--- config.mk ---
export PLATFORM = sky130hd
export DESIGN_NAME = ysyx_25050148_ibuf
export DESIGN_NICKNAME = d
export VERILOG_FILES = /design/src/rtl/ysyx_25050148_pkg.sv /design/src/rtl/ysyx_25050148_cf_detect.sv /design/src/rtl/ysyx_25050148_ibuf.sv
export SDC_FILE = /design/constraint.sdc
export NUM_CORES = 1
export LEC_CHECK = 0
export ABC_CLOCK_PERIOD_IN_PS = 4900
export BUFFER_PORTS_ARGS = -buffer_cell sky130_fd_sc_hd__buf_4
export CAP_MARGIN = 20
export CORE_ASPECT_RATIO = 0.8
export CORE_MARGIN = 2
export CORE_UTILIZATION = 35
export CTS_CLUSTER_DIAMETER = 120
export DETAILED_ROUTE_END_ITERATION = 8
export PLACE_DENSITY = 0.58
export REMOVE_ABC_BUFFERS = 1
export SLEW_MARGIN = 15
export SYNTH_ARGS = -nofsm -noshare
export SYNTH_HDL_FRONTEND = slang
export SYNTH_SLANG_ARGS = --single-unit
--- constraint.sdc ---
create_clock -name clk -period 4.9 [get_ports clk]
set_input_delay 0.49 -clock clk [delete_from_list [all_inputs] [get_ports clk]]
set_output_delay 0.49 -clock clk [all_outputs]
set_load 0.05 [all_outputs]
--- src/rtl/ysyx_25050148_pkg.sv ---
// ysyx_25050148_pkg
//   Shared definitions for the fetch/decode front end.
//   - RISC-V opcodes of the control-flow instructions (JAL, JALR, BRANCH)
//   - reset PC of the core
//   - the buffered fetch entry {pc, inst, cf} at the core's native 32-bit width
//   - is_cf(): opcode classifier shared by the instruction buffer and the IDU
package ysyx_25050148_pkg;

  localparam int XLEN = 32;

  localparam logic [6:0] OP_JAL    = 7'b1101111;
  localparam logic [6:0] OP_JALR   = 7'b1100111;
  localparam logic [6:0] OP_BRANCH = 7'b1100011;

  localparam logic [XLEN-1:0] RESET_PC = 32'h80000000;

  typedef struct packed {
    logic [XLEN-1:0] pc;
    logic [XLEN-1:0] inst;
    logic            cf;
  } ibuf_entry_t;

  // True for any instruction that can redirect the fetch stream.
  function automatic logic is_cf(input logic [6:0] opcode);
    return (opcode == OP_JAL) || (opcode == OP_JALR) || (opcode == OP_BRANCH);
  endfunction

endpackage

--- src/rtl/ysyx_25050148_cf_detect.sv ---
// ysyx_25050148_cf_detect
//   Combinational control-flow classifier.
//   Ports:
//     opcode  in  7   instruction bits [6:0]
//     cf      out 1   1 for JAL, JALR or BRANCH
module ysyx_25050148_cf_detect
  import ysyx_25050148_pkg::*;
(
  input  logic [6:0] opcode,
  output logic       cf
);

  assign cf = is_cf(opcode);

endmodule

--- src/rtl/ysyx_25050148_ibuf.sv ---
// ysyx_25050148_ibuf
//   Fetch-to-decode instruction buffer: a DEPTH-entry circular FIFO of
//   {pc, inst, cf} between the IFU and the IDU, with show-ahead output and a
//   single-cycle flush for redirects.
//
//   Handshake: a transfer happens on a rising clk edge when valid && ready are
//   both high on that side (push = in_valid && in_ready, pop = out_valid &&
//   out_ready). in_ready and out_valid depend only on registered occupancy, so
//   neither depends combinationally on the other side's inputs. A push with
//   in_ready=0 or a pop with out_valid=0 is simply ignored.
//
//   Ports:
//     clk, rst            clock, asynchronous active-high reset
//     in_valid/in_ready   IFU side handshake
//     in_pc, in_inst      fetched PC and instruction word
//     out_valid/out_ready IDU side handshake
//     out_pc, out_inst    head entry (read straight from storage)
//     out_cf              head entry is JAL/JALR/BRANCH (classified at push)
//     flush               drop all entries; wins over push and pop
//     count               current occupancy, 0..DEPTH
//
//   Optional build macro YSYX_25050148_IBUF_PERF_EN adds
//     perf_stall_cnt      cycles with in_valid && !in_ready
//     perf_flush_cnt      total entries discarded by flushes
//   and reports both at end of simulation.
//
//   DEPTH must be a power of two and at least 2.
module ysyx_25050148_ibuf
  import ysyx_25050148_pkg::*;
#(
  parameter int ADDR_WIDTH = XLEN,
  parameter int DATA_WIDTH = XLEN,
  parameter int DEPTH      = 2
) (
  input  logic                       clk,
  input  logic                       rst,
  input  logic                       in_valid,
  output logic                       in_ready,
  input  logic [ADDR_WIDTH-1:0]      in_pc,
  input  logic [DATA_WIDTH-1:0]      in_inst,
  output logic                       out_valid,
  input  logic                       out_ready,
  output logic [ADDR_WIDTH-1:0]      out_pc,
  output logic [DATA_WIDTH-1:0]      out_inst,
  output logic                       out_cf,
  input  logic                       flush,
  output logic [$clog2(DEPTH):0]     count
`ifdef YSYX_25050148_IBUF_PERF_EN
  ,
  output logic [31:0]                perf_stall_cnt,
  output logic [31:0]                perf_flush_cnt
`endif
);

  localparam int PTR_W = $clog2(DEPTH);
  localparam int CNT_W = PTR_W + 1;
  localparam logic [CNT_W-1:0] DEPTH_C = CNT_W'(DEPTH);

  typedef struct packed {
    logic [ADDR_WIDTH-1:0] pc;
    logic [DATA_WIDTH-1:0] inst;
    logic                  cf;
  } entry_t;

  entry_t           mem [DEPTH];
  logic [PTR_W-1:0] wr_ptr;
  logic [PTR_W-1:0] rd_ptr;
  logic [CNT_W-1:0] count_q;
  logic [CNT_W-1:0] count_nxt;

  logic push;
  logic pop;
  logic in_cf;

  // --------------------------------------------------------------------------
  // Classification happens once, on the way in.
  // --------------------------------------------------------------------------
  ysyx_25050148_cf_detect u_cf_detect (
    .opcode (in_inst[6:0]),
    .cf     (in_cf)
  );

  // --------------------------------------------------------------------------
  // Flow control, all derived from registered occupancy.
  // --------------------------------------------------------------------------
  assign in_ready  = (count_q < DEPTH_C);
  assign out_valid = (count_q != '0);
  assign push      = in_valid && in_ready;
  assign pop       = out_valid && out_ready;
  assign count     = count_q;

  // Show-ahead: head is always visible; stale when empty.
  assign out_pc   = mem[rd_ptr].pc;
  assign out_inst = mem[rd_ptr].inst;
  assign out_cf   = mem[rd_ptr].cf;

  // --------------------------------------------------------------------------
  // Occupancy update (flush handled in the register process).
  // --------------------------------------------------------------------------
  always_comb begin
    count_nxt = count_q;
    unique case ({push, pop})
      2'b10:   count_nxt = count_q + CNT_W'(1);
      2'b01:   count_nxt = count_q - CNT_W'(1);
      default: count_nxt = count_q;
    endcase
  end

  // --------------------------------------------------------------------------
  // Pointers and occupancy. Pointers are PTR_W bits so they wrap by overflow;
  // count disambiguates full from empty.
  // --------------------------------------------------------------------------
  always_ff @(posedge clk or posedge rst) begin
    if (rst) begin
      wr_ptr  <= '0;
      rd_ptr  <= '0;
      count_q <= '0;
    end else if (flush) begin
      wr_ptr  <= '0;
      rd_ptr  <= '0;
      count_q <= '0;
    end else begin
      if (push) wr_ptr <= wr_ptr + PTR_W'(1);
      if (pop)  rd_ptr <= rd_ptr + PTR_W'(1);
      count_q <= count_nxt;
    end
  end

  // --------------------------------------------------------------------------
  // Storage. Cleared only by reset; a flush leaves contents in place since
  // the pointers alone decide what is live.
  // --------------------------------------------------------------------------
  always_ff @(posedge clk or posedge rst) begin
    if (rst) begin
      for (int i = 0; i < DEPTH; i++) begin
        mem[i] <= '0;
      end
    end else if (push && !flush) begin
      mem[wr_ptr] <= '{pc: in_pc, inst: in_inst, cf: in_cf};
    end
  end

`ifdef YSYX_25050148_IBUF_PERF_EN
  // --------------------------------------------------------------------------
  // Performance counters, both wrapping modulo 2^32.
  // --------------------------------------------------------------------------
  always_ff @(posedge clk or posedge rst) begin
    if (rst) begin
      perf_stall_cnt <= '0;
      perf_flush_cnt <= '0;
    end else begin
      if (in_valid && !in_ready) perf_stall_cnt <= perf_stall_cnt + 32'd1;
      // Occupancy at the flush edge is exactly the number of dropped entries.
      if (flush) perf_flush_cnt <= perf_flush_cnt + 32'(count_q);
    end
  end

`ifndef SYNTHESIS
  final $display("ibuf perf: stall_cnt=%0d flush_cnt=%0d", perf_stall_cnt, perf_flush_cnt);
`endif
`endif

endmodule

Word level (Yosys, flattened, before mapping)

Cells that the tools add are included.

Register bits: 134

$add $sub $neg: 4
$lt $le $gt $ge: 4
Eq/ne operators: 5
Muxes and demuxes: 12
Bitwise logic cells: 2
Reductions and logical operators: 11

Operator list:

| kind                | number |
|---|---|
| $mux 65             | 4 |
| $bwmux 130          | 1 |
| $demux 65 s1        | 1 |
| $eq 7x7->1 const B  | 3 |
| $reduce_bool 2->1   | 3 |
| $ge 2x2->1 const B  | 2 |
| $logic_and 1x1->1   | 4 |
| $mux 1              | 4 |
| $not 1->2           | 2 |
| $pmux 2 s2          | 1 |
| $reduce_bool 3->1   | 1 |
| $add 1x1->1 const B | 2 |
| $add 2x1->2 const B | 1 |
| $eq 2x1->1 const B  | 1 |
| $eq 2x2->1 const B  | 1 |
| $logic_or 1x1->1    | 2 |
| $lt 2x1->1 const B  | 1 |
| $lt 2x2->1 const B  | 1 |
| $mux 2              | 1 |
| $sub 2x1->2 const B | 1 |
| $logic_not 1->1     | 1 |

Depth between registers and ports, before layout

Gate-level depths: netlist of run 1.

Word-level depth: 6
Mapped depth: 5
Depth with buffers taken out: 3

Cells and area by module

From an unflattened synthesis of run 1, not the netlist that was laid out.

Cells, all modules: 374
Area, all modules: 6,137.1 um^2

By module, submodules not included:

| module                  | instances | cells an instance | area an instance (um^2) | sequential area each (um^2) |
|---|---|---|---|---|
| ysyx_25050148_ibuf      | 1         | 370               | 6,102.1                 | 3,353.2 |
| ysyx_25050148_cf_detect | 1         | 4                 | 35.0                    | 0.0 |

Worst setup path before layout of run 1

OpenSTA, ideal clock, no wires.

Kind: reg-to-reg
Start point: reg count_q[1], in the netlist count[1]
End point: reg mem[10] (netlist name)
Library setup time: 0.125 ns
Arrival time: 1.669 ns
Setup slack: 3.106 ns
Cell stages (with the launch flop): 6
Period minus slack after synthesis: 1.794 ns
Cells stage by stage: dfrtp_1 > nand2b_4 > nor3b_2 > buf_6 > buf_12 > mux2_4

Cells in the longest elaborated chain, start to end: 3

RTL lines:

| element                         | line                      | source |
|---|---|---|
| from (decl)                     | ysyx_25050148_ibuf.sv:68  | `logic [CNT_W-1:0] count_q;` |
| from (signal assigned)          | ysyx_25050148_ibuf.sv:125 | `count_q <= count_nxt;` |
| $lt 2x2->1                      | ysyx_25050148_ibuf.sv:86  | `assign in_ready = (count_q < DEPTH_C);` |
| $logic_and 1x1->1               | ysyx_25050148_ibuf.sv:88  | `assign push = in_valid && in_ready;` |
| $logic_and 1x1->1               | ysyx_25050148_ibuf.sv:138 | `end else if (push && !flush) begin` |
| to (signal, indexed assignment) | ysyx_25050148_ibuf.sv:139 | `mem[wr_ptr] <= '{pc: in_pc, inst: in_inst, cf: in_cf};` |
| to (decl)                       | ysyx_25050148_ibuf.sv:65  | `entry_t mem [DEPTH];` |

Every way passes these cells.
A chain may end at the register's enable or synchronous reset.

Worst setup path after layout of run 1

Start point: reg rd_ptr
End point: out out_inst[9]

Cells in the longest elaborated chain, start to end: 4

RTL lines:

| element                         | line                      | source |
|---|---|---|
| from (decl)                     | ysyx_25050148_ibuf.sv:67  | `logic [PTR_W-1:0] rd_ptr;` |
| from (signal assigned)          | ysyx_25050148_ibuf.sv:124 | `if (pop) rd_ptr <= rd_ptr + PTR_W'(1);` |
| $not 1->2 (not written as such) | ysyx_25050148_ibuf.sv:94  | `assign out_inst = mem[rd_ptr].inst;` |
| $mux 65 (3 in a row)            | -                         |  |
| to (decl)                       | ysyx_25050148_ibuf.sv:44  | `output logic [DATA_WIDTH-1:0] out_inst,` |

Every way passes these cells. The select of a mux whose other input is x is not followed.

==> metrics.md, run 1 <==
| Metric | Value |
|---|---|
| Outcome | completed |
| Initial antenna violation count | 0 |
| Detailed Route Iter0 Violations | roughly 130 |
| Pre-Repair DR Iteration Count | 4 |
| Worst-Margin Slew | about 0.82 ns |
| Hpwl dp | between 8000 and 9000 um |
| Synth Area per Inst | 16.4 um2 |
| Max-cap violations | 0 |
| Die W | 152 um |
| Tmin final | 2.72 ns |
| Area contributors post-synth | dfrtp_1, mux2_2, mux2_4 |
| # setup viols final | 0 |
| Final hold viol count | 0 |
| Row Count | 43 |
| Synthesized flop and latch total | approximately 130 |
| Power density cells | 543 nW/um2 |
| Via count | 3533 |
| Starting Density | 35.4% |
| Worst-path clk slew | about 0.05 ns |
| Setup bufs post-CTS | 0 |
| Die area | roughly 19000 um2 |
| Leak | between 0.003 and 0.004 uW |
| Final setup TNS | 0 ns |
| Worst slew margin | a little under half |
| Worst setup EP type | output port |
| WL final | ~13000 um |
| RSZ-0062 raised after global routing | no |
| Crit path max fanout | 32 |
| Layout cells sized above 1 | between 70% and 80% |
| Number of library cell types mapped by synthesis | 21 |
| Syn Inst Count | approximately 370 |
| CP required | 4.41 ns |
| Worst min path class | input port to async pin |
| I/O Buffers | approximately 140 |
| Htree depth | 4 |
| CTS resizes | 0 |
| Cell Area, Synth | 6100 um2 |
| CTS root buffer | clkbuf_16 |
| CTS Buf Count | 17 |
| YS warnings | 0 |
| Worst endpoint data arrival time | between 2 and 2.5 ns |
| First-pass GRT wire length | 20500 um |
| Crit start category | flop |
| Share of the clock period used by the worst path | a little under three fifths |
| Clock Latency Late Sink | between 0.4 and 0.5 ns |
| Top Ports | ~140 |
| Clk_skew | around 0.0047 ns |
| Placed Area | slightly above 7000 um2 |
| Reg2reg start | count[1] |
| Placed Cells | 719 |
| Total Power | between 4000 and 5000 uW |
| Vias/cell | 4.72 |
| Finished Layout Cells | approximately 750 |
| Crit path launch | rd_ptr |
| Final Max Slew Viols | 0 |
| Nets | slightly below 600 |
| Total gr overflow | 0 |
| DIE HEIGHT | 122 um |
| Crit path kind | flop to output port |
| Core Area | roughly 17000 um2 |
| R2R depth | 4 |
| FMAX | around 370 MHz |
| CTS tree | yes |
| Largest net degree at the start of global routing | 63 |
| Sequential-to-total area share from yosys stat | a little over half |
| WL/cell | approximately 17 um |
| CTS max path bufs | 2 |
| Synthesis-to-finish area growth | 28.3% |
| Gr usage total | about 14% |
| Number of remaining DRC errors | 0 |
| Fill cell count | 1569 |
| Final ANT Viol Nets | 0 |
| CTS Hold Buffers Added | 0 |
| Routability cong. | 0.698 |
| Final Hold Slack | ~0.24 ns |
| Area share of the largest cell type after synthesis | a little over half |
| Number of global-route vias before repair | 3898 |
| Area leader, netlist | dfrtp_1 |
| Antenna Cells | 0 |
| CTS sink cnt | 134 |
| VDD IR max | 0.251 mV |
| Layout Cell Area excl Fill | roughly 7800 um2 |
final cells by class:
| type | instances | area (um2) | share of cell area (%) |
|---|---|---|---|
| clock buffers | 24 | 472 | 6.03 |
| clock inverters | 5 | 75.1 | 0.959 |
| inverters | 2 | 10.0 | 0.128 |
| multi-input cells | 214 | 2530 | 32.4 |
| flip-flops and latches | 134 | 3350 | 42.9 |
| well taps | 225 | 282 | 3.60 |
| repair buffers | 145 | 1100 | 14.1 |
layer usage:
layer  up-vias  global-route usage [%]  part of all wire, %
li1       1620                       -                    -
met1      1806                    20.1                   47
met2       100                    20.9                   45
met3         7                    5.47                  7.6
met4         0                    4.57                 0.78
met5         -                       0                    0
report_power, final:
part	switching [uW]	internal, uW
Sequential	163	1410
Clock	436	764
Combinational	805	666
Total	1400	2840
registers in the layout (all words and copies together), names as in the netlist:
signal / flops
count: 2
mem: 130
wr_ptr: 1
rd_ptr: 1
cells in the final DEF (no fill, tap or decap):
master,Yosys,layout
a21oi_1,1,1
a2bb2oi_1,1,1
buf_12,5,1
buf_4,1,144
bufinv_16,0,2
clkbuf_1,2,5
clkbuf_16,0,17
clkbuf_8,0,2
clkinv_2,0,3
dfrtp_1,134,133
dfrtp_2,0,1
inv_1,2,1
inv_4,0,1
mux2_2,146,146
mux2_4,50,50
nand2b_4,1,1
nand4_1,1,1
nor2_1,3,3
nor2b_1,3,3
nor3_1,1,1
nor3_4,0,1
nor3b_4,0,1
o21ai_0,2,2
or2_2,1,1
xor2_1,2,2
cell usage after synthesis:
cell type and instances:
nor3_1 1, a21oi_1 1, mux2_4 50, nor2_1 3, buf_4 1, o21ai_0 2
buf_6 6, buf_12 5, nand2b_4 1, nor3b_2 1, nor2b_1 3, mux2_2 146
buf_2 7, clkbuf_1 2, nand4_1 1, a2bb2oi_1 1, dfrtp_1 134, or2_2 1
nor3_2 1, xor2_1 2, inv_1 2
stage by stage:
step	util, %	setup slack (ns)
after CTS	45.3	1.75
after global routing	45.5	2.07
final	45.5	2.18
after detailed placement	42.2	2.22
after floorplan	-	-0.264
after global placement	42.2	2.27
worst max-delay path: stages (launching register included):
cell     delay, ns
dfrtp_2       0.58
buf_12        0.28
buf_4         0.35
mux2_2        0.39
buf_4         0.19
worst paths after layout:
path,endpoint,slack [ns]
setup / recovery,out_inst[9],2.18
hold / removal,mem[37],0.24
setup reg to reg,mem[62],2.86
hold reg to reg,mem[71],0.50
max in group asynchronous,rd_ptr,3.59
min in group clk,mem[13],0.32
cell families after synthesis:
kind of cell	Yosys count	synth area share, %
buffers and inverters	23	3.69
XOR/XNOR	2	0.287
AO/OA/AOI/OAI	4	0.390
multiplexers	196	39.3
AND/OR/NAND/NOR	12	1.37
flip-flops	134	55.0
Power figures use the tool's default switching activity.
==> run 2, diff against run 1 <==
--- a/config.mk
+++ b/config.mk
@@ -5,7 +5,7 @@
 export SDC_FILE = /design/constraint.sdc
 export NUM_CORES = 1
 export LEC_CHECK = 0
-export ABC_CLOCK_PERIOD_IN_PS = 4900
+export ABC_CLOCK_PERIOD_IN_PS = 2500
 export BUFFER_PORTS_ARGS = -buffer_cell sky130_fd_sc_hd__buf_4
 export CAP_MARGIN = 20
 export CORE_ASPECT_RATIO = 0.8
@@ -13,7 +13,7 @@
 export CORE_UTILIZATION = 35
 export CTS_CLUSTER_DIAMETER = 120
 export DETAILED_ROUTE_END_ITERATION = 8
-export PLACE_DENSITY = 0.58
+export PLACE_DENSITY = 0.6
 export REMOVE_ABC_BUFFERS = 1
 export SLEW_MARGIN = 15
 export SYNTH_ARGS = -nofsm -noshare
==> constraint.sdc (replaced) <==
create_clock -name clk -period 2.5 [get_ports clk]
set_input_delay 0.25 -clock clk [delete_from_list [all_inputs] [get_ports clk]]
set_output_delay 0.25 -clock clk [all_outputs]
set_load 0.05 [all_outputs]
==> run 2 against run 1 <==
Against the previous run:
- sequential share of layout area fell by 0.50 points
- critical path type unchanged
- highest routed layer unchanged
- sequential cell count did not move
- total power rose by 98%
- non-clock buffer count rose by 1
- final area rose by 1.2%
- critical path depth fell by 1
- largest power group unchanged
- setup slack got worse by 1.7 ns
- count of clock-buffer cells in the layout did not move
- cell count rose by 0.53%
- combinational power rose by 97%
==> metrics.md, run 2 (synthesis results as in run 1) <==
| Metric | Value |
|---|---|
| Clock power frac | 29.1% (was 28.3%) |
| Internal power | 5620 uW (was 2840 uW) |
| Worst Setup Slack, final | 0.525 ns (was 2.18 ns) |
| CTS root buffer | clkbuf_16 (unchanged) |
| Final Max Slew Viols | 0 (unchanged) |
| Switching part of the total power | 33.0% (was 33.1%) |
| Detailed Route Iter0 Violations | 89 (was 127) |
| Routability cong. | 0.714 (was 0.698) |
| Antenna Cells | 0 (unchanged) |
| Net Sw Power | 2780 uW (was 1400 uW) |
| Largest net degree at the start of global routing | 49 (was 63) |
| Via count | 3518 (was 3533) |
| Worst setup EP type | output port (unchanged) |
| I/O Buffers | 137 (unchanged) |
| Nets | 584 (was 583) |
| Crit path kind | flop to output port (unchanged) |
| Worst-path clk slew | 0.05 ns (about the same) |
| Total Power | 8400 uW (was 4250 uW) |
| Fill cell count | 1538 (was 1569) |
| Core Area | 17200 um2 (unchanged) |
| CTS resizes | 0 (unchanged) |
| CTS sink cnt | 134 (unchanged) |
| Number of remaining DRC errors | 0 (unchanged) |
| CTS Buf Count | 17 (unchanged) |
| Hpwl dp | 8010 um (was 8430 um) |
| Reg2reg start | count[1] (unchanged) |
| Starting Density | 35.4% (unchanged) |
| Max-cap violations | 0 (unchanged) |
| Hold EP | count[0] |
| Worst min path class | input port to flop (was input port to async pin) |
| Most common library cell in the layout ignoring fill and taps | mux2_2 (unchanged) |
| Worst slew margin | 60.0% (was 45.2%) |
| # setup viols final | 0 (unchanged) |
| Flop2flop setup slack | 0.75 ns (was 2.86 ns) |
| CTS max path bufs | 2 (unchanged) |
| Worst endpoint data arrival time | 1.72 ns (was 2.23 ns) |
| WL/cell | 16.4 um (was 17.2 um) |
| Die W | 152 um (unchanged) |
| Crit path max fanout | 23 (was 32) |
| Top Ports | 138 (unchanged) |
| Placed Cells | 720 (was 719) |
| Layout cells sized above 1 | 71.0% (was 70.8%) |
| RSZ-0062 raised after global routing | no (unchanged) |
| Power density cells | 1060 nW/um2 (was 543 nW/um2) |
| Final Hold Slack | 0.0694 ns (was 0.239 ns) |
| Tmin final | 1.97 ns |
| Htree depth | 4 (unchanged) |
| Final ANT Viol Nets | 0 (unchanged) |
| Comb pwr share | 34.4% (was 34.6%) |
| Die area | 18500 um2 (unchanged) |
| Finished Layout Cells | 753 (was 749) |
| Row Count | 43 (unchanged) |
| Clk_skew | 0.00879 ns (was 0.00469 ns) |
| Hold Path Depth | 2 |
| FMAX | ~500 MHz |
| Total gr overflow | 0 (unchanged) |
| First-pass GRT wire length | 19800 um (was 20500 um) |
| GR peak layer | met2 (unchanged) |
| Crit start category | flop (unchanged) |
| Met3 GRT Util | 5.02% (was 5.47%) |
| M1 GR Usage | 19.3% (was 20.1%) |
| DIE HEIGHT | 122 um (unchanged) |
| Number of global-route vias before repair | 3806 (was 3898) |
| CP required | 2.25 ns (was 4.41 ns) |
| Vias/cell | 4.67 (was 4.72) |
| Met2 usage | 20.5% (was 20.9%) |
| Flip-flop count of the largest register after layout | 130 (unchanged) |
| R2R depth | 4 (unchanged) |
| Initial antenna violation count | 0 (unchanged) |
| Pre-CTS WS | 0.759 ns (was 2.22 ns) |
| Gr usage total | 14.0% (was 14.5%) |
| Synthesis-to-finish area growth | 29.9% (was 28.3%) |
| WL final | 12400 um (was 12900 um) |
| Share of the clock period used by the worst path | 79.0% |
| Leak | 0.00355 uW (was 0.00353 uW) |
| Seq pwr share | 36.5% (was 37.1%) |
| Most frequent cells in the layout | mux2_2, buf_4, dfrtp_1 (unchanged) |
| Outcome | completed (unchanged) |
| CTS tree | yes (unchanged) |
| Biggest register | mem (unchanged) |
| Worst-Margin Slew | 0.600 ns (was 0.822 ns) |
| Clock Latency Late Sink | 0.41 ns (about the same) |
| Pre-Repair DR Iteration Count | 3 (was 4) |
| Hold Startpoint | flush |
| RR Endpoint | mem[63] (was mem[62]) |
| VDD IR max | 0.575 mV (was 0.251 mV) |
| Final hold viol count | 0 (unchanged) |
-- run 2: changes by cell type in the layout (fill, tap and decap cells not counted) --
cell / previous run / this run
clkinvlp_4: 0 / 3
clkbuf_1: 5 / 4
dlygate4sd3_1: 0 / 1
buf_4: 144 / 140
clkbuf_8: 2 / 3
buf_12: 1 / 5
-- run 2: how the worst max path moves through the flow --
stage / cells after the start / end / startpoint
floorplan: 3 / mem[0] / count[1]
global placement: 4 / mem[96] / count[1]
detailed placement: 4 / mem[113] / count[1]
CTS: 3 / out_cf / rd_ptr
global route: 3 / out_cf / rd_ptr
finish: 3 / out_inst[12] / rd_ptr
-- run 2: cell type report --
type                       count  area, um2  share of cell area [%]
clock buffer                  24        482                    6.08
clock inverter                 8       97.6                    1.23
inverter                       2       10.0                   0.126
multi-input combinational    214       2530                    32.0
sequential                   134       3350                    42.4
tap                          225        282                    3.56
timing repair buffer         146       1160                    14.7
-- run 2: metrics by stage --
stage | utilization, % | TNS, ns | area [um2]
floorplan | - | -439.14 | 5880
global placement | 42.6 | 0 | 7330
detailed placement | 42.6 | 0 | 7330
CTS | 46.0 | 0 | 7920
global route | 46.0 | 0 | 7920
finish | 46.0 | 0 | 7920
-- run 2: metal layers --
metal	vias to the layer above	wire length (um)
met3	10	781
met1	1796	6050
met5	-	0
met2	97	5440
li1	1615	-
met4	0	117
-- run 2: worst max-delay path: stages, from the launching register on --
cell and delay (ns):
dfrtp_2 0.38, buf_4 0.33, mux2_2 0.39, buf_4 0.19
-- run 2: repair_timing --
action / CTS / global route
endpoints found under the hold margin: 43 / 0
buffers inserted: 0 / 0
hold buffers: 1 / 0
-- run 2: power groups by stage --
stage	clock [uW]	sequential, uW	combinational, uW
6_report	2440	3060	2890
5_1_grt	2620	3150	3050
4_1_cts	2520	3070	2920
3_5_place_dp	0	3090	2910
3_3_place_gp	0	3060	2880
2_1_floorplan	0	3030	2240
==> run 3, diff against run 2 <==
--- a/config.mk
+++ b/config.mk
@@ -5,7 +5,8 @@
 export SDC_FILE = /design/constraint.sdc
 export NUM_CORES = 1
 export LEC_CHECK = 0
-export ABC_CLOCK_PERIOD_IN_PS = 2500
+export ABC_AREA = 1
+export ABC_CLOCK_PERIOD_IN_PS = 2000
 export BUFFER_PORTS_ARGS = -buffer_cell sky130_fd_sc_hd__buf_4
 export CAP_MARGIN = 20
 export CORE_ASPECT_RATIO = 0.8
@@ -13,7 +14,7 @@
 export CORE_UTILIZATION = 35
 export CTS_CLUSTER_DIAMETER = 120
 export DETAILED_ROUTE_END_ITERATION = 8
-export PLACE_DENSITY = 0.6
+export PLACE_DENSITY = 0.57
 export REMOVE_ABC_BUFFERS = 1
 export SLEW_MARGIN = 15
 export SYNTH_ARGS = -nofsm -noshare
==> constraint.sdc (replaced) <==
create_clock -name clk -period 2 [get_ports clk]
set_input_delay 0.2 -clock clk [delete_from_list [all_inputs] [get_ports clk]]
set_output_delay 0.2 -clock clk [all_outputs]
set_load 0.05 [all_outputs]
==> run 3 against run 2 <==
Against the previous run:
- global-route usage grew 1.4 points
- sequential cell count is the same
- setup slack lost 0.30 ns
- synthesized area grew 5.1%
- register-to-register slack lost 0.38 ns
- worst hold slack lost 0.018 ns
- count of clock-buffer cells in the layout shrank 5
- core utilization shrank 0.54 points
- critical path type unchanged
- critical endpoint is now out_pc[10]
==> metrics.md, run 3 <==
| Metric | Value |
|---|---|
| Worst min path class | input port to flop (unchanged) |
| Post-synth EDFFs | 0 (unchanged) |
| Most common cell in the synthesized netlist | nand2_1 (was mux2_2) |
| VDD IR max | 0.605 mV (was 0.575 mV) |
| Pre-Repair DR Iteration Count | 4 (was 3) |
| Worst slew margin | 52.3% (was 60.0%) |
| Top Ports | 138 (unchanged) |
| Worst setup EP type | output port (unchanged) |
| Worst-Margin Slew | 0.715 ns (was 0.600 ns) |
| Finished Layout Cells | 1104 (was 753) |
| Via count | 4891 (was 3518) |
| Routability cong. | 0.744 (was 0.714) |
| WL final | 14100 um (was 12400 um) |
| Met2 routed WL | 6120 um (was 5440 um) |
| Syn Inst Count | 734 (was 371) |
| Core Area | 18100 um2 (was 17200 um2) |
| Reg2reg start | count[1] (unchanged) |
| Synth Area per Inst | 8.73 um2 (was 16.4 um2) |
| Tmin final | between 1.5 and 2 ns |
| WL/cell | 12.8 um (was 16.4 um) |
| Worst Setup Slack, final | 0.225 ns (was 0.525 ns) |
| Comb pwr share | 38.2% (was 34.4%) |
| CTS Buf Count | 17 (unchanged) |
| Die area | 19400 um2 (was 18500 um2) |
| Sequential-to-total area share from yosys stat | 52.3% (was 55.0%) |
| Die W | 155 um (was 152 um) |
| Hold Path Depth | 3 (was 2) |
| Worst-path clk slew | 0.06 ns (was 0.05 ns) |
| Hpwl dp | 9200 um (was 8010 um) |
| First-pass GRT wire length | 24000 um (was 19800 um) |
| Leak | 0.00440 uW (was 0.00355 uW) |
| Pre-CTS WS | 0.309 ns (was 0.759 ns) |
| Number of library cell types mapped by synthesis | 19 (was 21) |
| Most common library cell in the layout ignoring fill and taps | nand2_1 (was mux2_2) |
| CTS resizes | 0 (unchanged) |
| Placed Cells | 1071 (was 720) |
| Share of the clock period used by the worst path | about 89% |
| Crit start category | flop (unchanged) |
| Row Count | 44 (was 43) |
| Switching part of the total power | 39.3% (was 33.0%) |
| Ys async rst share | 100% (unchanged) |
| Biggest register | mem (unchanged) |
| Clock Latency Late Sink | 0.41 ns (about the same) |
| RR Endpoint | wr_ptr (was mem[63]) |
| I/O Buffers | 137 (unchanged) |
| Metal3 WL | 762 um (was 781 um) |
| Crit path max fanout | 35 (was 23) |
| Number of global-route vias before repair | 4830 (was 3806) |
| Hold EP | mem[51] (was count[0]) |
| Htree depth | 4 (unchanged) |
| RSZ-0062 raised after global routing | no (unchanged) |
| DIE HEIGHT | 125 um (was 122 um) |
| Vias/cell | 4.43 (was 4.67) |
| Internal power | 7210 uW (was 5620 uW) |
| CTS Hold Buffers Added | 1 (unchanged) |
| FMAX | ~560 MHz |
| Clock power frac | 27.8% (was 29.1%) |
| Hold Startpoint | in_pc[18] (was flush) |
| Top cells by count, synth | nand2_1, dfrtp_1, o21ai_2, inv_1, buf_6 (was mux2_2, dfrtp_1, mux2_4, buf_2, buf_6) |
| Routed met1 length | 7100 um (was 6050 um) |
| Ys flop type | dfrtp_1 (unchanged) |
| Worst endpoint data arrival time | 1.57 ns (was 1.72 ns) |
| Number of remaining DRC errors | 0 (unchanged) |
| Total gr overflow | 0 (unchanged) |
| Starting Density | 35.5% (was 35.4%) |
| Setup bufs post-CTS | 0 (unchanged) |
| Initial antenna violation count | 0 (unchanged) |
| Area contributors post-synth | dfrtp_1, nand2_1, o21ai_2 (was dfrtp_1, mux2_2, mux2_4) |
| Most frequent cells in the layout | nand2_1, buf_4, dfrtp_1 (was mux2_2, buf_4, dfrtp_1) |
| Flop2flop setup slack | 0.37 ns (was 0.75 ns) |
| CTS max path bufs | 2 (unchanged) |
| Util after Layout | 45.5% (was 46.0%) |
| Antenna Cells | 0 (unchanged) |
| Top sig layer | met4 (unchanged) |
| Net Sw Power | 4660 uW (was 2780 uW) |
| Power density cells | 1450 nW/um2 (was 1060 nW/um2) |
| Nets | 930 (was 584) |
| CTS root buffer | clkbuf_16 (unchanged) |
| Final ANT Viol Nets | 0 (unchanged) |
| Outcome | completed (unchanged) |
| Clk_skew | 0.00655 ns (was 0.00879 ns) |
| Largest net degree at the start of global routing | 75 (was 49) |
| # setup viols final | 0 (unchanged) |
| CTS sink cnt | 134 (unchanged) |
| Area leader, netlist | dfrtp_1 (unchanged) |
| Synthesized flop and latch total | 134 (unchanged) |
| Detailed Route Iter0 Violations | 270 (was 89) |
| Gr usage total | 15.4% (was 14.0%) |
| Seq pwr share | 33.9% (was 36.5%) |
| Synthesis-to-finish area growth | 28.1% (was 29.9%) |
| Area share of the largest cell type after synthesis | 52.3% (was 55.0%) |
| Final hold viol count | 0 (unchanged) |
| Layout cells sized above 1 | 34.3% (was 71.0%) |
| Flip-flop count of the largest register after layout | 130 (unchanged) |
| Max-cap violations | 0 (unchanged) |
| R2R depth | 6 (was 4) |
| CP required | 1.80 ns (was 2.25 ns) |
| YS warnings | 0 (unchanged) |
| Crit path kind | flop to output port (unchanged) |
| Final Hold Slack | 0.0513 ns (was 0.0694 ns) |
| CTS tree | yes (unchanged) |
| Final Max Slew Viols | 0 (unchanged) |
| Cell Area, Synth | 6410 um2 (was 6100 um2) |
run 3: changes by cell type in the layout (fill, tap and decap cells not counted), moves of 7 or more:
cell,before,now
inv_1,1,69
mux2_2,146,0
mux2_4,50,0
nand2_1,0,334
o21ai_0,2,9
o21ai_1,0,15
o21ai_2,0,109
run 3: layout make-up:
| class | count | area [um2] |
|---|---|---|
| fill | 1818 | 9850 |
| clock inverter | 13 | 179 |
| timing repair buffer | 150 | 1220 |
| sequential | 134 | 3350 |
| multi-input combinational | 483 | 2420 |
| clock buffer | 19 | 453 |
| inverter | 75 | 294 |
| tap | 230 | 288 |
run 3: power by group through the flow:
| stage | registers [uW] | logic [uW] | clock network, uW |
|---|---|---|---|
| 2_1_floorplan | 4040 | 3330 | 0 |
| 3_3_place_gp | 4050 | 4550 | 0 |
| 3_5_place_dp | 4060 | 4590 | 0 |
| 4_1_cts | 4030 | 4600 | 3400 |
| 5_1_grt | 4140 | 4930 | 3530 |
| 6_report | 4030 | 4540 | 3310 |
run 3: worst max-delay path by stage:
stage | from | endpoint | cells past startpoint
5_1_grt | rd_ptr | out_cf | 3
4_1_cts | rd_ptr | out_cf | 3
2_1_floorplan | rst | count[0] | 1
3_3_place_gp | count[1] | wr_ptr | 6
6_report | rd_ptr | out_pc[10] | 5
3_5_place_dp | count[1] | wr_ptr | 6
run 3: metrics by stage:
stage | total power [uW] | setup TNS [ns] | cell area [um2]
floorplan | 7370 | -413.68 | 6060
global route | 12600 | 0 | 8210
detailed placement | 8650 | 0 | 7570
CTS | 12000 | 0 | 8210
global placement | 8610 | 0 | 7570
finish | 11900 | 0 | 8210
run 3: cells by family (layout without fill, tap and decap cells):
family          Yosys count  after routing  synth area share (%)
simple gates            349            349                  21.0
compound gates          134            134                  16.8
flops                   134            134                  52.3
buf+inv                 117            257                  9.86
run 3: routing by layer:
| metal | global-route usage (%) | vias up |
|---|---|---|
| li1 | - | 2529 |
| met1 | 22.6 | 2240 |
| met2 | 22.4 | 110 |
| met3 | 4.02 | 12 |
| met4 | 4.37 | 0 |
| met5 | 0 | - |
run 3: critical path, stage by stage, from the launching register on:
cell and delay (ns):
dfrtp_2 0.42, inv_2 0.10, buf_12 0.21, nand2_1 0.07, nand2_1 0.12, buf_4 0.22
